`src/rtl/axi4_fifo_mgr_if.sv`:
```
// AXI4 bus bundle (AW/W/B/AR/R) with manager and subordinate views.
interface axi4_bus_if #(
  parameter int unsigned ADDR_W = 32,
  parameter int unsigned DATA_W = 64,
  parameter int unsigned ID_W   = 4,
  parameter int unsigned USER_W = 1
) ();
  localparam int unsigned STRB_W = DATA_W / 8;

  logic [ID_W-1:0]   aw_id;
  logic [ADDR_W-1:0] aw_addr;
  logic [7:0]        aw_len;
  logic [2:0]        aw_size;
  logic [1:0]        aw_burst;
  logic              aw_lock;
  logic [3:0]        aw_cache;
  logic [2:0]        aw_prot;
  logic [3:0]        aw_qos;
  logic [3:0]        aw_region;
  logic [5:0]        aw_atop;
  logic [USER_W-1:0] aw_user;
  logic              aw_valid;
  logic              aw_ready;

  logic [DATA_W-1:0] w_data;
  logic [STRB_W-1:0] w_strb;
  logic              w_last;
  logic [USER_W-1:0] w_user;
  logic              w_valid;
  logic              w_ready;

  logic [ID_W-1:0]   b_id;
  logic [1:0]        b_resp;
  logic [USER_W-1:0] b_user;
  logic              b_valid;
  logic              b_ready;

  logic [ID_W-1:0]   ar_id;
  logic [ADDR_W-1:0] ar_addr;
  logic [7:0]        ar_len;
  logic [2:0]        ar_size;
  logic [1:0]        ar_burst;
  logic              ar_lock;
  logic [3:0]        ar_cache;
  logic [2:0]        ar_prot;
  logic [3:0]        ar_qos;
  logic [3:0]        ar_region;
  logic [USER_W-1:0] ar_user;
  logic              ar_valid;
  logic              ar_ready;

  logic [ID_W-1:0]   r_id;
  logic [DATA_W-1:0] r_data;
  logic [1:0]        r_resp;
  logic              r_last;
  logic [USER_W-1:0] r_user;
  logic              r_valid;
  logic              r_ready;

  modport master (
    output aw_id, aw_addr, aw_len, aw_size, aw_burst, aw_lock, aw_cache, aw_prot,
           aw_qos, aw_region, aw_atop, aw_user, aw_valid,
    input  aw_ready,
    output w_data, w_strb, w_last, w_user, w_valid,
    input  w_ready,
    input  b_id, b_resp, b_user, b_valid,
    output b_ready,
    output ar_id, ar_addr, ar_len, ar_size, ar_burst, ar_lock, ar_cache, ar_prot,
           ar_qos, ar_region, ar_user, ar_valid,
    input  ar_ready,
    input  r_id, r_data, r_resp, r_last, r_user, r_valid,
    output r_ready
  );

  modport slave (
    input  aw_id, aw_addr, aw_len, aw_size, aw_burst, aw_lock, aw_cache, aw_prot,
           aw_qos, aw_region, aw_atop, aw_user, aw_valid,
    output aw_ready,
    input  w_data, w_strb, w_last, w_user, w_valid,
    output w_ready,
    output b_id, b_resp, b_user, b_valid,
    input  b_ready,
    input  ar_id, ar_addr, ar_len, ar_size, ar_burst, ar_lock, ar_cache, ar_prot,
           ar_qos, ar_region, ar_user, ar_valid,
    output ar_ready,
    output r_id, r_data, r_resp, r_last, r_user, r_valid,
    input  r_ready
  );
endinterface

```
`src/rtl/axi4_fifo_mgr.sv`:
```
// AXI4 manager: drains the write FIFO as one INCR burst and fills the read FIFO
// from one INCR burst; write and read sides run independently.
module axi4_fifo_mgr #(
  parameter int unsigned AXI_ADDR_WIDTH   = 32,
  parameter int unsigned AXI_DATA_WIDTH   = 64,
  parameter int unsigned AXI_XSIZE        = 8,
  parameter int unsigned DATA_COUNT_WIDTH = 10
) (
  input  logic                        clk_i,
  input  logic                        rst_i,
  input  logic [1:0]                  req_i,
  input  logic [AXI_ADDR_WIDTH-1:0]   axi_wr_addr_i,
  input  logic [AXI_ADDR_WIDTH-1:0]   axi_rd_addr_i,
  input  logic                        wr_fifo_gnt_i,
  input  logic                        rd_fifo_req_i,
  input  logic [AXI_DATA_WIDTH-1:0]   wr_fifo_data_i,
  input  logic [DATA_COUNT_WIDTH-1:0] wr_data_count_i,
  input  logic [DATA_COUNT_WIDTH-1:0] rd_data_count_i,
  output logic [1:0]                  rsp_o,
  output logic [1:0]                  wr_err_o,
  output logic [1:0]                  rd_err_o,
  output logic                        wr_fifo_req_o,
  output logic                        rd_fifo_gnt_o,
  output logic [AXI_DATA_WIDTH-1:0]   rd_fifo_data_o,
  axi4_bus_if.master                  axi_mgr_if
);
  localparam int unsigned AX_SIZE = $clog2(AXI_XSIZE);

  typedef enum logic [1:0] {WR_IDLE, WR_AW, WR_W, WR_B} wr_state_e;
  typedef enum logic [1:0] {RD_IDLE, RD_AR, RD_R} rd_state_e;

  wr_state_e                 wr_state_q, wr_state_d;
  rd_state_e                 rd_state_q, rd_state_d;
  logic [AXI_ADDR_WIDTH-1:0] wr_addr_q, wr_addr_d, rd_addr_q, rd_addr_d;
  logic [7:0]                wr_len_q, wr_len_d, wr_cnt_q, wr_cnt_d, rd_len_q, rd_len_d;
  logic [1:0]                wr_err_q, wr_err_d, rd_err_q, rd_err_d;
  logic                      wr_done_q, wr_done_d, rd_done_q, rd_done_d;
  logic                      w_fire_c, r_fire_c, unused_c;

  // AXI len field for a beat count, saturating at a 256-beat burst.
  function automatic logic [7:0] len_of(input logic [DATA_COUNT_WIDTH-1:0] cnt);
    if (cnt > DATA_COUNT_WIDTH'(255)) return 8'hFF;
    return 8'(cnt - DATA_COUNT_WIDTH'(1));
  endfunction

  assign axi_mgr_if.aw_id     = '0;
  assign axi_mgr_if.aw_addr   = wr_addr_q;
  assign axi_mgr_if.aw_len    = wr_len_q;
  assign axi_mgr_if.aw_size   = 3'(AX_SIZE);
  assign axi_mgr_if.aw_burst  = 2'b01;
  assign axi_mgr_if.aw_lock   = 1'b0;
  assign axi_mgr_if.aw_cache  = '0;
  assign axi_mgr_if.aw_prot   = '0;
  assign axi_mgr_if.aw_qos    = '0;
  assign axi_mgr_if.aw_region = '0;
  assign axi_mgr_if.aw_atop   = '0;
  assign axi_mgr_if.aw_user   = '0;
  assign axi_mgr_if.aw_valid  = (wr_state_q == WR_AW);

  assign axi_mgr_if.w_valid   = (wr_state_q == WR_W) & wr_fifo_gnt_i;
  assign axi_mgr_if.w_data    = (wr_state_q == WR_W) ? wr_fifo_data_i : '0;
  assign axi_mgr_if.w_strb    = '1;
  assign axi_mgr_if.w_last    = (wr_state_q == WR_W) & (wr_cnt_q == wr_len_q);
  assign axi_mgr_if.w_user    = '0;
  assign axi_mgr_if.b_ready   = (wr_state_q == WR_B);

  assign axi_mgr_if.ar_id     = '0;
  assign axi_mgr_if.ar_addr   = rd_addr_q;
  assign axi_mgr_if.ar_len    = rd_len_q;
  assign axi_mgr_if.ar_size   = 3'(AX_SIZE);
  assign axi_mgr_if.ar_burst  = 2'b01;
  assign axi_mgr_if.ar_lock   = 1'b0;
  assign axi_mgr_if.ar_cache  = '0;
  assign axi_mgr_if.ar_prot   = '0;
  assign axi_mgr_if.ar_qos    = '0;
  assign axi_mgr_if.ar_region = '0;
  assign axi_mgr_if.ar_user   = '0;
  assign axi_mgr_if.ar_valid  = (rd_state_q == RD_AR);
  assign axi_mgr_if.r_ready   = (rd_state_q == RD_R) & rd_fifo_req_i;

  // One FIFO pop / push per accepted beat.
  assign w_fire_c       = axi_mgr_if.w_valid & axi_mgr_if.w_ready;
  assign r_fire_c       = axi_mgr_if.r_valid & axi_mgr_if.r_ready;
  assign wr_fifo_req_o  = w_fire_c;
  assign rd_fifo_gnt_o  = r_fire_c;
  assign rd_fifo_data_o = (rd_state_q == RD_R) ? axi_mgr_if.r_data : '0;
  assign rsp_o          = {rd_done_q, wr_done_q};
  assign wr_err_o       = wr_err_q;
  assign rd_err_o       = rd_err_q;
  assign unused_c       = ^{axi_mgr_if.b_id, axi_mgr_if.b_user, axi_mgr_if.r_id, axi_mgr_if.r_user};

  always_ff @(posedge clk_i) begin
    if (rst_i) begin
      wr_state_q <= WR_IDLE;
      rd_state_q <= RD_IDLE;
      wr_addr_q  <= '0;
      rd_addr_q  <= '0;
      wr_len_q   <= '0;
      wr_cnt_q   <= '0;
      rd_len_q   <= '0;
      wr_err_q   <= '0;
      rd_err_q   <= '0;
      wr_done_q  <= 1'b0;
      rd_done_q  <= 1'b0;
    end else begin
      wr_state_q <= wr_state_d;
      rd_state_q <= rd_state_d;
      wr_addr_q  <= wr_addr_d;
      rd_addr_q  <= rd_addr_d;
      wr_len_q   <= wr_len_d;
      wr_cnt_q   <= wr_cnt_d;
      rd_len_q   <= rd_len_d;
      wr_err_q   <= wr_err_d;
      rd_err_q   <= rd_err_d;
      wr_done_q  <= wr_done_d;
      rd_done_q  <= rd_done_d;
    end
  end

  // Write side: an empty FIFO completes at once without touching the bus.
  always_comb begin
    wr_state_d = wr_state_q;
    wr_addr_d  = wr_addr_q;
    wr_len_d   = wr_len_q;
    wr_cnt_d   = wr_cnt_q;
    wr_err_d   = wr_err_q;
    wr_done_d  = 1'b0;
    case (wr_state_q)
      WR_IDLE: begin
        if (req_i[0]) begin
          wr_addr_d = axi_wr_addr_i;
          wr_len_d  = len_of(wr_data_count_i);
          wr_cnt_d  = '0;
          wr_err_d  = '0;
          if (wr_data_count_i == '0) wr_done_d  = 1'b1;
          else                       wr_state_d = WR_AW;
        end
      end
      WR_AW: if (axi_mgr_if.aw_ready) wr_state_d = WR_W;
      WR_W: begin
        if (w_fire_c) begin
          if (axi_mgr_if.w_last) wr_state_d = WR_B;
          else                   wr_cnt_d   = wr_cnt_q + 8'd1;
        end
      end
      WR_B: begin
        if (axi_mgr_if.b_valid) begin
          wr_err_d   = axi_mgr_if.b_resp;
          wr_done_d  = 1'b1;
          wr_state_d = WR_IDLE;
        end
      end
      default: wr_state_d = WR_IDLE;
    endcase
  end

  // Read side: a zero count still fetches one beat; error keeps the worst RRESP.
  always_comb begin
    rd_state_d = rd_state_q;
    rd_addr_d  = rd_addr_q;
    rd_len_d   = rd_len_q;
    rd_err_d   = rd_err_q;
    rd_done_d  = 1'b0;
    case (rd_state_q)
      RD_IDLE: begin
        if (req_i[1]) begin
          rd_addr_d  = axi_rd_addr_i;
          rd_len_d   = (rd_data_count_i == '0) ? 8'h00 : len_of(rd_data_count_i);
          rd_err_d   = '0;
          rd_state_d = RD_AR;
        end
      end
      RD_AR: if (axi_mgr_if.ar_ready) rd_state_d = RD_R;
      RD_R: begin
        if (r_fire_c) begin
          if (axi_mgr_if.r_resp > rd_err_q) rd_err_d = axi_mgr_if.r_resp;
          if (axi_mgr_if.r_last) begin
            rd_done_d  = 1'b1;
            rd_state_d = RD_IDLE;
          end
        end
      end
      default: rd_state_d = RD_IDLE;
    endcase
  end
endmodule

```
`src/flat_wrapper.sv`:
```
// flat-port wrapper written by rule: the top's interface ports become plain ports
module axi4_fifo_mgr_flat 
#(
  parameter int unsigned AXI_ADDR_WIDTH   = 32,
  parameter int unsigned AXI_DATA_WIDTH   = 64,
  parameter int unsigned AXI_XSIZE        = 8,
  parameter int unsigned DATA_COUNT_WIDTH = 10
)
  (clk_i, rst_i, req_i, axi_wr_addr_i, axi_rd_addr_i, wr_fifo_gnt_i, rd_fifo_req_i, wr_fifo_data_i, wr_data_count_i, rd_data_count_i, rsp_o, wr_err_o, rd_err_o, wr_fifo_req_o, rd_fifo_gnt_o, rd_fifo_data_o, axi_mgr_if_aw_id, axi_mgr_if_aw_addr, axi_mgr_if_aw_len, axi_mgr_if_aw_size, axi_mgr_if_aw_burst, axi_mgr_if_aw_lock, axi_mgr_if_aw_cache, axi_mgr_if_aw_prot, axi_mgr_if_aw_qos, axi_mgr_if_aw_region, axi_mgr_if_aw_atop, axi_mgr_if_aw_user, axi_mgr_if_aw_valid, axi_mgr_if_aw_ready, axi_mgr_if_w_data, axi_mgr_if_w_strb, axi_mgr_if_w_last, axi_mgr_if_w_user, axi_mgr_if_w_valid, axi_mgr_if_w_ready, axi_mgr_if_b_id, axi_mgr_if_b_resp, axi_mgr_if_b_user, axi_mgr_if_b_valid, axi_mgr_if_b_ready, axi_mgr_if_ar_id, axi_mgr_if_ar_addr, axi_mgr_if_ar_len, axi_mgr_if_ar_size, axi_mgr_if_ar_burst, axi_mgr_if_ar_lock, axi_mgr_if_ar_cache, axi_mgr_if_ar_prot, axi_mgr_if_ar_qos, axi_mgr_if_ar_region, axi_mgr_if_ar_user, axi_mgr_if_ar_valid, axi_mgr_if_ar_ready, axi_mgr_if_r_id, axi_mgr_if_r_data, axi_mgr_if_r_resp, axi_mgr_if_r_last, axi_mgr_if_r_user, axi_mgr_if_r_valid, axi_mgr_if_r_ready);
  axi4_bus_if #(.ADDR_W(32), .DATA_W(64)) axi_mgr_if_i ();
  input  logic clk_i;
  input  logic rst_i;
  input  logic [1:0] req_i;
  input  logic [AXI_ADDR_WIDTH-1:0] axi_wr_addr_i;
  input  logic [AXI_ADDR_WIDTH-1:0] axi_rd_addr_i;
  input  logic wr_fifo_gnt_i;
  input  logic rd_fifo_req_i;
  input  logic [AXI_DATA_WIDTH-1:0] wr_fifo_data_i;
  input  logic [DATA_COUNT_WIDTH-1:0] wr_data_count_i;
  input  logic [DATA_COUNT_WIDTH-1:0] rd_data_count_i;
  output logic [1:0] rsp_o;
  output logic [1:0] wr_err_o;
  output logic [1:0] rd_err_o;
  output logic wr_fifo_req_o;
  output logic rd_fifo_gnt_o;
  output logic [AXI_DATA_WIDTH-1:0] rd_fifo_data_o;
  output wire logic [$bits(axi_mgr_if_i.aw_id)-1:0] axi_mgr_if_aw_id;
  output wire logic [$bits(axi_mgr_if_i.aw_addr)-1:0] axi_mgr_if_aw_addr;
  output wire logic [$bits(axi_mgr_if_i.aw_len)-1:0] axi_mgr_if_aw_len;
  output wire logic [$bits(axi_mgr_if_i.aw_size)-1:0] axi_mgr_if_aw_size;
  output wire logic [$bits(axi_mgr_if_i.aw_burst)-1:0] axi_mgr_if_aw_burst;
  output wire logic [$bits(axi_mgr_if_i.aw_lock)-1:0] axi_mgr_if_aw_lock;
  output wire logic [$bits(axi_mgr_if_i.aw_cache)-1:0] axi_mgr_if_aw_cache;
  output wire logic [$bits(axi_mgr_if_i.aw_prot)-1:0] axi_mgr_if_aw_prot;
  output wire logic [$bits(axi_mgr_if_i.aw_qos)-1:0] axi_mgr_if_aw_qos;
  output wire logic [$bits(axi_mgr_if_i.aw_region)-1:0] axi_mgr_if_aw_region;
  output wire logic [$bits(axi_mgr_if_i.aw_atop)-1:0] axi_mgr_if_aw_atop;
  output wire logic [$bits(axi_mgr_if_i.aw_user)-1:0] axi_mgr_if_aw_user;
  output wire logic [$bits(axi_mgr_if_i.aw_valid)-1:0] axi_mgr_if_aw_valid;
  input wire logic [$bits(axi_mgr_if_i.aw_ready)-1:0] axi_mgr_if_aw_ready;
  output wire logic [$bits(axi_mgr_if_i.w_data)-1:0] axi_mgr_if_w_data;
  output wire logic [$bits(axi_mgr_if_i.w_strb)-1:0] axi_mgr_if_w_strb;
  output wire logic [$bits(axi_mgr_if_i.w_last)-1:0] axi_mgr_if_w_last;
  output wire logic [$bits(axi_mgr_if_i.w_user)-1:0] axi_mgr_if_w_user;
  output wire logic [$bits(axi_mgr_if_i.w_valid)-1:0] axi_mgr_if_w_valid;
  input wire logic [$bits(axi_mgr_if_i.w_ready)-1:0] axi_mgr_if_w_ready;
  input wire logic [$bits(axi_mgr_if_i.b_id)-1:0] axi_mgr_if_b_id;
  input wire logic [$bits(axi_mgr_if_i.b_resp)-1:0] axi_mgr_if_b_resp;
  input wire logic [$bits(axi_mgr_if_i.b_user)-1:0] axi_mgr_if_b_user;
  input wire logic [$bits(axi_mgr_if_i.b_valid)-1:0] axi_mgr_if_b_valid;
  output wire logic [$bits(axi_mgr_if_i.b_ready)-1:0] axi_mgr_if_b_ready;
  output wire logic [$bits(axi_mgr_if_i.ar_id)-1:0] axi_mgr_if_ar_id;
  output wire logic [$bits(axi_mgr_if_i.ar_addr)-1:0] axi_mgr_if_ar_addr;
  output wire logic [$bits(axi_mgr_if_i.ar_len)-1:0] axi_mgr_if_ar_len;
  output wire logic [$bits(axi_mgr_if_i.ar_size)-1:0] axi_mgr_if_ar_size;
  output wire logic [$bits(axi_mgr_if_i.ar_burst)-1:0] axi_mgr_if_ar_burst;
  output wire logic [$bits(axi_mgr_if_i.ar_lock)-1:0] axi_mgr_if_ar_lock;
  output wire logic [$bits(axi_mgr_if_i.ar_cache)-1:0] axi_mgr_if_ar_cache;
  output wire logic [$bits(axi_mgr_if_i.ar_prot)-1:0] axi_mgr_if_ar_prot;
  output wire logic [$bits(axi_mgr_if_i.ar_qos)-1:0] axi_mgr_if_ar_qos;
  output wire logic [$bits(axi_mgr_if_i.ar_region)-1:0] axi_mgr_if_ar_region;
  output wire logic [$bits(axi_mgr_if_i.ar_user)-1:0] axi_mgr_if_ar_user;
  output wire logic [$bits(axi_mgr_if_i.ar_valid)-1:0] axi_mgr_if_ar_valid;
  input wire logic [$bits(axi_mgr_if_i.ar_ready)-1:0] axi_mgr_if_ar_ready;
  input wire logic [$bits(axi_mgr_if_i.r_id)-1:0] axi_mgr_if_r_id;
  input wire logic [$bits(axi_mgr_if_i.r_data)-1:0] axi_mgr_if_r_data;
  input wire logic [$bits(axi_mgr_if_i.r_resp)-1:0] axi_mgr_if_r_resp;
  input wire logic [$bits(axi_mgr_if_i.r_last)-1:0] axi_mgr_if_r_last;
  input wire logic [$bits(axi_mgr_if_i.r_user)-1:0] axi_mgr_if_r_user;
  input wire logic [$bits(axi_mgr_if_i.r_valid)-1:0] axi_mgr_if_r_valid;
  output wire logic [$bits(axi_mgr_if_i.r_ready)-1:0] axi_mgr_if_r_ready;
  assign axi_mgr_if_aw_id = axi_mgr_if_i.aw_id;
  assign axi_mgr_if_aw_addr = axi_mgr_if_i.aw_addr;
  assign axi_mgr_if_aw_len = axi_mgr_if_i.aw_len;
  assign axi_mgr_if_aw_size = axi_mgr_if_i.aw_size;
  assign axi_mgr_if_aw_burst = axi_mgr_if_i.aw_burst;
  assign axi_mgr_if_aw_lock = axi_mgr_if_i.aw_lock;
  assign axi_mgr_if_aw_cache = axi_mgr_if_i.aw_cache;
  assign axi_mgr_if_aw_prot = axi_mgr_if_i.aw_prot;
  assign axi_mgr_if_aw_qos = axi_mgr_if_i.aw_qos;
  assign axi_mgr_if_aw_region = axi_mgr_if_i.aw_region;
  assign axi_mgr_if_aw_atop = axi_mgr_if_i.aw_atop;
  assign axi_mgr_if_aw_user = axi_mgr_if_i.aw_user;
  assign axi_mgr_if_aw_valid = axi_mgr_if_i.aw_valid;
  assign axi_mgr_if_i.aw_ready = axi_mgr_if_aw_ready;
  assign axi_mgr_if_w_data = axi_mgr_if_i.w_data;
  assign axi_mgr_if_w_strb = axi_mgr_if_i.w_strb;
  assign axi_mgr_if_w_last = axi_mgr_if_i.w_last;
  assign axi_mgr_if_w_user = axi_mgr_if_i.w_user;
  assign axi_mgr_if_w_valid = axi_mgr_if_i.w_valid;
  assign axi_mgr_if_i.w_ready = axi_mgr_if_w_ready;
  assign axi_mgr_if_i.b_id = axi_mgr_if_b_id;
  assign axi_mgr_if_i.b_resp = axi_mgr_if_b_resp;
  assign axi_mgr_if_i.b_user = axi_mgr_if_b_user;
  assign axi_mgr_if_i.b_valid = axi_mgr_if_b_valid;
  assign axi_mgr_if_b_ready = axi_mgr_if_i.b_ready;
  assign axi_mgr_if_ar_id = axi_mgr_if_i.ar_id;
  assign axi_mgr_if_ar_addr = axi_mgr_if_i.ar_addr;
  assign axi_mgr_if_ar_len = axi_mgr_if_i.ar_len;
  assign axi_mgr_if_ar_size = axi_mgr_if_i.ar_size;
  assign axi_mgr_if_ar_burst = axi_mgr_if_i.ar_burst;
  assign axi_mgr_if_ar_lock = axi_mgr_if_i.ar_lock;
  assign axi_mgr_if_ar_cache = axi_mgr_if_i.ar_cache;
  assign axi_mgr_if_ar_prot = axi_mgr_if_i.ar_prot;
  assign axi_mgr_if_ar_qos = axi_mgr_if_i.ar_qos;
  assign axi_mgr_if_ar_region = axi_mgr_if_i.ar_region;
  assign axi_mgr_if_ar_user = axi_mgr_if_i.ar_user;
  assign axi_mgr_if_ar_valid = axi_mgr_if_i.ar_valid;
  assign axi_mgr_if_i.ar_ready = axi_mgr_if_ar_ready;
  assign axi_mgr_if_i.r_id = axi_mgr_if_r_id;
  assign axi_mgr_if_i.r_data = axi_mgr_if_r_data;
  assign axi_mgr_if_i.r_resp = axi_mgr_if_r_resp;
  assign axi_mgr_if_i.r_last = axi_mgr_if_r_last;
  assign axi_mgr_if_i.r_user = axi_mgr_if_r_user;
  assign axi_mgr_if_i.r_valid = axi_mgr_if_r_valid;
  assign axi_mgr_if_r_ready = axi_mgr_if_i.r_ready;
  axi4_fifo_mgr #(.AXI_ADDR_WIDTH(AXI_ADDR_WIDTH), .AXI_DATA_WIDTH(AXI_DATA_WIDTH), .AXI_XSIZE(AXI_XSIZE), .DATA_COUNT_WIDTH(DATA_COUNT_WIDTH)) u_core (.clk_i(clk_i), .rst_i(rst_i), .req_i(req_i), .axi_wr_addr_i(axi_wr_addr_i), .axi_rd_addr_i(axi_rd_addr_i), .wr_fifo_gnt_i(wr_fifo_gnt_i), .rd_fifo_req_i(rd_fifo_req_i), .wr_fifo_data_i(wr_fifo_data_i), .wr_data_count_i(wr_data_count_i), .rd_data_count_i(rd_data_count_i), .rsp_o(rsp_o), .wr_err_o(wr_err_o), .rd_err_o(rd_err_o), .wr_fifo_req_o(wr_fifo_req_o), .rd_fifo_gnt_o(rd_fifo_gnt_o), .rd_fifo_data_o(rd_fifo_data_o), .axi_mgr_if(axi_mgr_if_i));
endmodule
```
`config.mk`:
```
export PLATFORM = sky130hd
export DESIGN_NAME = axi4_fifo_mgr_flat
export DESIGN_NICKNAME = d
export VERILOG_FILES = /design/src/rtl/axi4_fifo_mgr_if.sv /design/src/rtl/axi4_fifo_mgr.sv /design/src/flat_wrapper.sv
export SDC_FILE = /design/constraint.sdc
export NUM_CORES = 1
export LEC_CHECK = 0
export BUFFER_PORTS_ARGS = -buffer_cell sky130_fd_sc_hd__buf_2
export CAP_MARGIN = 30
export CORE_AREA = 10 10 198 200
export CTS_CLUSTER_DIAMETER = 30
export DETAILED_ROUTE_END_ITERATION = 10
export DIE_AREA = 0 0 208 210
export GPL_ROUTABILITY_DRIVEN = 0
export PLACE_DENSITY = 0.41
export SKIP_LAST_GASP = 1
export SYNTH_ARGS = -nofsm -noshare
export SYNTH_HDL_FRONTEND = slang
export SYNTH_SLANG_ARGS = --single-unit
```
`constraint.sdc`:
```
create_clock -name clk_i -period 1.9 [get_ports clk_i]
set_input_delay 0.095 -clock clk_i [delete_from_list [all_inputs] [get_ports clk_i]]
set_output_delay 0.095 -clock clk_i [all_outputs]
set_load 0.01 [all_outputs]
```
==> results of run 1 <==
metrics by stage:
stage | worst slack (ns) | setup TNS (ns) | cells
2_1_floorplan | 0.1289 | 0 | 809
3_3_place_gp | 0.1288 | 0 | 1630
3_5_place_dp | 0.1554 | 0 | 1630
4_1_cts | 0.02357 | 0 | 1715
5_1_grt | -0.01099 | -0.01318 | 1716
6_report | 0.1111 | 0 | 1717
layout by cell type (no fill, tap or decap), types with 10 or more instances in the layout:
| cell | n |
|---|---|
| conb_1 | 67 |
| buf_4 | 20 |
| dfxtp_1 | 97 |
| and2_1 | 131 |
| buf_2 | 448 |
| dlygate4sd3_1 | 70 |
| inv_1 | 16 |
| a21oi_1 | 76 |
| nor2_1 | 27 |
| nand2_1 | 150 |
| xor2_1 | 13 |
| ha_1 | 10 |
routing by layer:
metal  GRT usage, %  share of wire (%)
met1          13.33                 40
met3          4.539                8.7
met4          2.174                1.1
met5              0               0.13
met2          20.62                 50
worst max-delay path, cell delays in order (launching register included):
cell,delay (ns)
dfxtp_1,0.34
xor2_1,0.19
nor4_4,0.38
nand3_2,0.19
inv_1,0.08
buf_2,0.16
final cells by class:
type,instances,area share [%]
Timing Repair Buffer,543,34.35
Antenna cell,1,0.02692
Inverter,16,0.6461
Tap cell,461,6.205
Clock inverter,5,1.104
Sequential cell,98,21.12
Multi-Input combinational cell,583,33.97
Clock buffer,10,2.571
cell families (layout without fill, tap and decap cells):
logic type	Yosys count	after routing
and+or+nand+nor	363	363
buffers and inverters	128	574
AOI/OAI and AO/OA	121	121
DFF	98	98
xor gates and xnor gates	18	18
adders and majority gates	11	11
muxes	3	3
other	2	68
power groups by stage:
stage | Clock, W | Sequential (W) | Combinational [W]
floorplan | 0 | 0.00262 | 0.00176
global placement | 0 | 0.00251 | 0.00321
detailed placement | 0 | 0.00252 | 0.00320
CTS | 0.00227 | 0.00248 | 0.00334
global route | 0.00233 | 0.00251 | 0.00369
finish | 0.00217 | 0.00247 | 0.00332
sequential cells by signal, summed over array words and instances (netlist names):
signal and cells:
u_core.axi_mgr_if.ar_addr 32, u_core.axi_mgr_if.ar_len 8, u_core.axi_mgr_if.aw_addr 32, u_core.axi_mgr_if.aw_len 8
u_core.rd_done_q 1, u_core.rd_err_o 2, u_core.rd_state_q 2, u_core.wr_cnt_q 8
u_core.wr_done_q 1, u_core.wr_err_o 2, u_core.wr_state_q 2
synth_stat cells (all sizes together) (4+ instances only):
master,number
nor4,5
nor3,9
xnor2,5
a22oi,4
nand2b,9
o22ai,5
and3,6
nor2b,6
a31oi,7
a211oi,7
clkbuf,39
and2,131
nand3,9
buf,72
nand2,150
ha,11
o21ai,6
inv,16
xor2,13
nor2,28
a21oi,78
dfxtp,98
repair_timing:
item	in CTS	in global routing
pin swaps	0	3
setup endpoints to repair	1	3
endpoints found under the hold margin	70	0
resized for setup	2	4
hold buffers	70	0
buffers inserted	0	1
how the worst min path moves through the flow:
stage,end,slack [ns],cells past startpoint
after CTS,u_core.rd_state_q[0],0.005,3
after floorplan,u_core.axi_mgr_if.aw_len[0],0.19,1
final,u_core.rd_state_q[0],0.02,3
after global routing,u_core.wr_err_o[0],0.05,3
after global placement,u_core.axi_mgr_if.ar_addr[16],0.34,3
after detailed placement,u_core.axi_mgr_if.aw_len[0],0.34,2
==> results.toml, run 1 <==
[drt]
wl_um = 27080
post_drt_via_cell_ratio = 3.744
ant_nets = 0
drt_iter0_drc = 301
via_count = 6428
wire_per_inst_um = 15.77
drt-pass1-iter-count = 4
drc = 0

[sta]
holdWs_ns = 0.02273
setup_viol = 0
clock_skew_ns = 0.005197
rsz0062_at_grt = "yes"
drv_slew = 0
hold_violations = 0
period_share_pct = 94.15
period_minus_slack_ns = 1.789
max_freq_mhz = 559.0

[die]
fp-row-count = 69
initial_core_util_pct = 15.91
pin_count = 527
fp.coreArea_um2 = 35220
die_h_um = 210
dieArea_um2 = 43680
die_w_um = 208

[synthesis]
synth-xor-area-share_pct = 2.813
seq_area_frac_synth_pct = 35.00
synth-main-ff-cell = "dfxtp_1"
synth_cells = 744
ys_ff_latch = 98
netlist_top_cells_area = "dfxtp_1 (35%), and2_1 (15%), nand2_1 (10%)"
synth_area_leader_cell = "dfxtp_1"
ys_types = 46
yosys_warnings = 0
synth_edf_count = 0
syn_avg_cell_area_um2 = 7.534
syn-cell-area_um2 = 5605
synth_top_family_by_area = "simple AND/OR/NAND/NOR gates"
synthAdderAreaFrac_pct = 2.455
synth_compound_area_share_pct = 12.77
synth_top_area_share_pct = 35.00
synthArstFlopShare_pct = 0
synthMuxAreaShare_pct = 0.5357
synthSimpleGateAreaFrac_pct = 32.88

[pwr]
pwr-share-clk_pct = 27.2
pwr-share-comb_pct = 41.7
pwr-share-seq_pct = 31.1
cellLeakagePower_nw = 4.876
switching_power_w = 0.002899
sw_frac_of_total_pct = 36.43
cell_internal_pwr_w = 0.005060
vdd_drop_max_uv = 418.0
power.total_w = 0.007959
powerDensity_nw_per_um2 = 856.2

[cells_and_area]
final_core_util_pct = 26.39
regArea_um2 = 1963
n_fill_cell = 3898
multi_input_area_um2 = 3158
syn_to_final_growth_pct = 65.83
nets = 1500
drive_gt1_share_pct = 40.08
fin_area_um2 = 9295

[setup_path]
ff2ff_path_depth = 5
crit_path_max_fanout = 6
end_kind = "output pin"
critPathRequiredTime_ns = 1.80
regToRegStartpoint = "u_core.axi_mgr_if.aw_len[6]"
rrSetupSlack_ns = 0.14
cp.arrival_ns = 1.69
timing_worst_setup_path_type = "reg -> out"
r2r-end = "u_core.wr_cnt_q[6]"
crit_end = "axi_mgr_if_w_last"
startpoint = "u_core.axi_mgr_if.aw_len[6]"
worstSetupStartpointType = "flip-flop"

[global_route]
grt_pass1_vias = 6672
antenna_found_initial = 2
grt_first_pass_wirelength_um = 40970
track_usage_pct = 11.74
grt_max_degree = 68
grt_overflow_total = 0

[outcome]
outcome = "finished, final reports clean"

[clocking]
clkLatencyLatePin_ns = 0.35
cts_tree = "yes"
cts.sinks = 98
path_clk_slew_ns = 0.07
cts_max_level = 3
cts_buffers = 9
cts-root-buf = "clkbuf_16"
clock_path_buffers = 2

[flow_run]
cap_violations = 0

[placement]
io_buffers = 449
dpl.hpwl_um = 22500
placed_cell_area_um2 = 8219

[hold_path]
hold_path_startpoint = "req_i[1]"
hold_class = "in -> reg"
(Power assumes the default switching activity.)
==> run 2: changes to the inputs <==
--- a/config.mk
+++ b/config.mk
@@ -12,7 +12,7 @@
 export DETAILED_ROUTE_END_ITERATION = 10
 export DIE_AREA = 0 0 208 210
 export GPL_ROUTABILITY_DRIVEN = 0
-export PLACE_DENSITY = 0.41
+export PLACE_DENSITY_LB_ADDON = 0.08
 export SKIP_LAST_GASP = 1
 export SYNTH_ARGS = -nofsm -noshare
 export SYNTH_HDL_FRONTEND = slang
==> run 2 against run 1 <==
Final cell count down 0.23%. Cell area is 0.83% lower. Clock skew increased by 0.0012 ns. Global-route usage rose by 0.91 points. Utilization decreased by 0.22 points. Die area did not move. Worst setup slack better by 0.0054 ns. Non-clock buffer count down 4. Hold slack worse by 0.0034 ns. Critical path type is now reg -> reg. Critical endpoint is now u_core.wr_cnt_q[6]. Highest routed layer unchanged.
==> results.toml, run 2 (synthesis gave the netlist of run 1 again) <==
[pwr]
vdd_drop_max_uv = 396.2
powerDensity_nw_per_um2 = 832.4
power.total_w = 0.007673
cellLeakagePower_nw = 4.837

[global_route]
busiest_layer = "met2"
use_met2_pct = 23.48
grt_pass1_vias = 6967
grt_first_pass_wirelength_um = 43770
grt_use_met3_pct = 4.361
grt_max_degree = 60
antenna_found_initial = 2
grt_overflow_total = 0
use_met1_pct = 13.75
track_usage_pct = 12.65

[hold_path]
holdPathEnd = "u_core.rd_err_o[1]"
hold_class = "in -> reg"
hold_path_startpoint = "axi_mgr_if_r_resp[1]"
hold_depth = 3

[die]
die_h_um = 210
dieArea_um2 = 43680
fp.coreArea_um2 = 35220
initial_core_util_pct = 15.91
die_w_um = 208
fp-row-count = 69
pin_count = 527

[clocking]
cts_tree = "yes"
clock_path_buffers = 2
cts-root-buf = "clkbuf_16"
cts.sinks = 98
path_clk_slew_ns = 0.07
clkLatencyLatePin_ns = 0.36
cts_max_level = 3
cts_buffers = 9

[placement]
pre_cts_ws_ns = 0.08612
io_buffers = 449
dpl.hpwl_um = 23880
dp_cells = 1629

[sta]
clock_skew_ns = 0.006359
rsz0062_at_grt = "no"
fin_setup_tns_ns = 0
hold_violations = 0
period_minus_slack_ns = 1.784
drv_slew = 0
max_freq_mhz = 560.7
setup_viol = 0
setup_ws_ns = 0.1165
holdWs_ns = 0.01934
period_share_pct = 93.87

[drt]
ant_nets = 0
via_count = 6464
post_drt_via_cell_ratio = 3.773
drc = 0
drt_iter0_drc = 250
wl_um = 29030
drt-pass1-iter-count = 4
wire_per_inst_um = 16.95

[outcome]
outcome = "finished, final reports clean"

[setup_path]
regToRegStartpoint = "u_core.axi_mgr_if.aw_len[1]"
critPathRequiredTime_ns = 2.18
worstSetupStartpointType = "flip-flop"
crit_path_max_fanout = 4
cp.arrival_ns = 2.06
ff2ff_path_depth = 5
rrSetupSlack_ns = 0.12
r2r-end = "u_core.wr_cnt_q[6]"
end_kind = "flip-flop"
timing_worst_setup_path_type = "reg -> reg"

[cells_and_area]
drive_gt1_share_pct = 40.34
fin_cells = 1713
syn_to_final_growth_pct = 64.44
layout_common_cells = "buf_2 (448), nand2_1 (150), and2_1 (131), dfxtp_1 (97), a21oi_1 (76)"
nets = 1496
layout_commonest_cell = "buf_2"
antennaDiodeCount = 0

[flow_run]
cap_violations = 0
run 2: worst max-delay path by stage:
stage,startpoint,slack (ns),end,cells past startpoint
floorplan,u_core.wr_state_q[0],0.13,u_core.wr_state_q[1],8
global placement,u_core.rd_state_q[1],0.08,u_core.axi_mgr_if.ar_len[2],5
detailed placement,u_core.wr_state_q[0],0.09,u_core.wr_state_q[1],7
CTS,u_core.wr_cnt_q[0],0.0003,axi_mgr_if_w_last,5
global route,u_core.axi_mgr_if.aw_len[3],0.002,u_core.wr_cnt_q[6],5
finish,u_core.axi_mgr_if.aw_len[1],0.12,u_core.wr_cnt_q[6],5
run 2: layout make-up:
| cell class | instances | area (um2) |
|---|---|---|
| tap | 461 | 576.8 |
| fill | 3999 | 26010 |
| timing repair buffer | 539 | 3148 |
| clock buffer | 11 | 252.7 |
| inverter | 16 | 60.06 |
| clock inverter | 5 | 35.03 |
| sequential | 98 | 1963 |
| multi-input combinational | 583 | 3182 |
run 2: per-layer routing:
layer  wire [um]  up-vias
met5          14        -
met4         218        4
met1       11590     2917
met3        2103       17
li1            -     3283
met2       15110      243
run 2: critical path, stage by stage (launching register included):
cell	delay (ns)
dfxtp_1	0.33
xor2_1	0.19
nor4_4	0.42
a21oi_2	0.17
a221o_1	0.43
o221ai_2	0.17
run 2: per-stage QoR:
step | util (%) | instance area [um2]
floorplan | - | 5849
global placement | 23.31 | 8212
detailed placement | 23.31 | 8212
CTS | 26.06 | 9179
global route | 26.17 | 9218
finish | 26.17 | 9218
run 2: power breakdown:
group | total, W | leakage, nW | switching, W | internal, W
Clock | 0.00187 | 0.142 | 0.000898 | 0.000968
Combinational | 0.00334 | 3.89 | 0.00194 | 0.00140
Sequential | 0.00246 | 0.804 | 0.000147 | 0.00232
Total | 0.00767 | 4.84 | 0.00299 | 0.00469
run 2: timing repair:
item | CTS | global route
pin swaps | 0 | 4
hold endpoints to repair | 67 | 0
cloned | 0 | 0
endpoints found under the setup margin | 40 | 11
resized for setup | 3 | 5
hold buffers | 66 | 0
setup buffers | 0 | 2
==> run 3: changes to the inputs <==
--- a/config.mk
+++ b/config.mk
@@ -6,12 +6,14 @@
 export NUM_CORES = 1
 export LEC_CHECK = 0
 export BUFFER_PORTS_ARGS = -buffer_cell sky130_fd_sc_hd__buf_2
-export CAP_MARGIN = 30
+export CAP_MARGIN = 20
 export CORE_AREA = 10 10 198 200
 export CTS_CLUSTER_DIAMETER = 30
 export DETAILED_ROUTE_END_ITERATION = 10
 export DIE_AREA = 0 0 208 210
 export GPL_ROUTABILITY_DRIVEN = 0
+export GPL_TIMING_DRIVEN = 0
+export MAX_ROUTING_LAYER = met4
 export PLACE_DENSITY_LB_ADDON = 0.08
 export SKIP_LAST_GASP = 1
 export SYNTH_ARGS = -nofsm -noshare
==> run 3 against run 2 <==
Count of clock-buffer cells in the layout fell by 1. Utilization increased by 2.1 points. Via count increased by 4.8%. Sequential share of layout area down 1.5 points. Critical path type unchanged.
==> results.toml, run 3 (synthesis gave the netlist of run 1 again) <==
[outcome]
outcome = "finished, final reports clean"

[die]
die_w_um = 208
dieArea_um2 = 43680
fp.coreArea_um2 = 35220
pin_count = 527
fp-row-count = 69
initial_core_util_pct = 15.91
die_h_um = 210

[sta]
drv_slew = 0
max_freq_mhz = 541.5
period_minus_slack_ns = 1.847
tightest_slew_ns = 0.7224
clock_skew_ns = 0.005733
rsz0062_at_grt = "yes"
hold_violations = 0
holdWs_ns = 0.01738
setup_viol = 0
fin_setup_tns_ns = 0
slew_headroom_pct = 51.84
period_share_pct = 97.20

[setup_path]
critPathTopFamily = "compound AO/OA/AOI/OAI gates"
critPathRequiredTime_ns = 2.19
slowest_delay_ns = 0.35
worstSetupStartpointType = "flip-flop"
timing_worst_setup_path_type = "reg -> reg"
critPathBufInv = 2
crit_path_max_fanout = 7
end_kind = "flip-flop"
slowest_stage = "dfxtp_4"
cp_cell_sequence = "inv_1 > ha_4 > buf_6 > and2b_2 > a221oi_2 > nand2_1 > a211oi_2 > mux2i_1"
cp.arrival_ns = 2.13

[global_route]
grt_first_pass_wirelength_um = 46140
track_usage_pct = 14.05
grt_pass1_vias = 7134
grt_max_degree = 18
antenna_found_initial = 2
grt_overflow_total = 0

[clocking]
cts_max_level = 3
clkLatencyLatePin_ns = 0.36
cts-root-buf = "clkbuf_16"
cts.sinks = 98
clock_path_buffers = 2
cts_buffers = 9
path_clk_slew_ns = 0.07
cts_tree = "yes"

[cells_and_area]
multi_input_area_um2 = 3218
nets = 1600
layout_common_cells = "buf_2 (449), nand2_1 (150), and2_1 (130), dfxtp_1 (93), buf_4 (86)"
layout_commonest_cell = "buf_2"
drive_gt1_share_pct = 43.81
n_fill_cell = 4039
syn_to_final_growth_pct = 77.57
regArea_um2 = 1971

[drt]
post_drt_via_cell_ratio = 3.725
met1_length_um = 12310
drt-pass1-iter-count = 4
drc = 0
wire_per_inst_um = 17.09
drt_iter0_drc = 266
top_layer = "met4"
wl_met2_um = 16260
via_count = 6776
wl_met3_um = 2151
ant_nets = 0
wl_um = 31080

[placement]
dpl.hpwl_um = 26430
io_buffers = 448

[pwr]
cell_internal_pwr_w = 0.005037
power.total_w = 0.008181
powerDensity_nw_per_um2 = 821.9
pwr-share-seq_pct = 30.4
switching_power_w = 0.003144
cellLeakagePower_nw = 5.282
pwr-share-comb_pct = 47.0
sw_frac_of_total_pct = 38.43
pwr-share-clk_pct = 22.6
vdd_drop_max_uv = 441.7

[flow_run]
cap_violations = 0

[hold_path]
hold_class = "in -> reg"
## run 3: timing repair
action	4_1_cts	5_1_grt
setup buffers	8	7
setup endpoints to repair	197	105
pin swaps	3	4
gates resized for setup	38	37
cloned	0	0
hold buffers	70	0
endpoints found under the hold margin	70	0
## run 3: cell type report
type | instances | share of cell area (%)
Multi-Input combinational cell | 583 | 32.33
Timing Repair Buffer | 533 | 30.72
Sequential cell | 98 | 19.80
Buffer | 110 | 7.819
Tap cell | 461 | 5.795
Clock buffer | 10 | 2.401
Inverter | 16 | 0.6034
Clock inverter | 6 | 0.4777
Antenna cell | 2 | 0.05028
## run 3: layer usage
layer,GRT usage [%],vias to the layer above
met5,-,-
met4,2.749,0
met3,4.450,19
met2,25.28,251
met1,14.89,3012
li1,-,3494
## run 3: path summary, 6_finish.rpt
check / from / to / slack, ns / depth (start not counted)
worst max-delay path: u_core.wr_state_q[1] / u_core.wr_state_q[1] / 0.05 / 8
worst min-delay path: axi_mgr_if_b_resp[0] / u_core.wr_err_o[0] / 0.02 / 3
worst min register to register: u_core.axi_mgr_if.aw_addr[4] / u_core.axi_mgr_if.aw_addr[4] / 0.45 / 2
worst max register to register: u_core.wr_state_q[1] / u_core.wr_state_q[1] / 0.05 / 8
## run 3: power by group through the flow
stage          registers (W)  clock network [W]  logic (W)
3_3_place_gp         0.00253                  0    0.00331
2_1_floorplan        0.00262                  0    0.00176
6_report             0.00249            0.00185    0.00384
4_1_cts              0.00250            0.00196    0.00366
5_1_grt              0.00253            0.00202    0.00426
3_5_place_dp         0.00254                  0    0.00328
## run 3: stage by stage
stage / setup slack [ns] / utilization, % / instances / cell area, um2
global route: -0.05584 / 28.26 / 1819 / 9953
floorplan: 0.1289 / - / 809 / 5849
detailed placement: -0.5673 / 24.61 / 1718 / 8668
global placement: -0.5425 / 24.61 / 1718 / 8668
finish: 0.05324 / 28.26 / 1819 / 9953
CTS: -0.009973 / 27.89 / 1811 / 9826
## run 3: worst min-delay path, cell delays in order
cell and delay, ns:
buf_2 0.10, a221oi_1 0.07, nor2_1 0.07
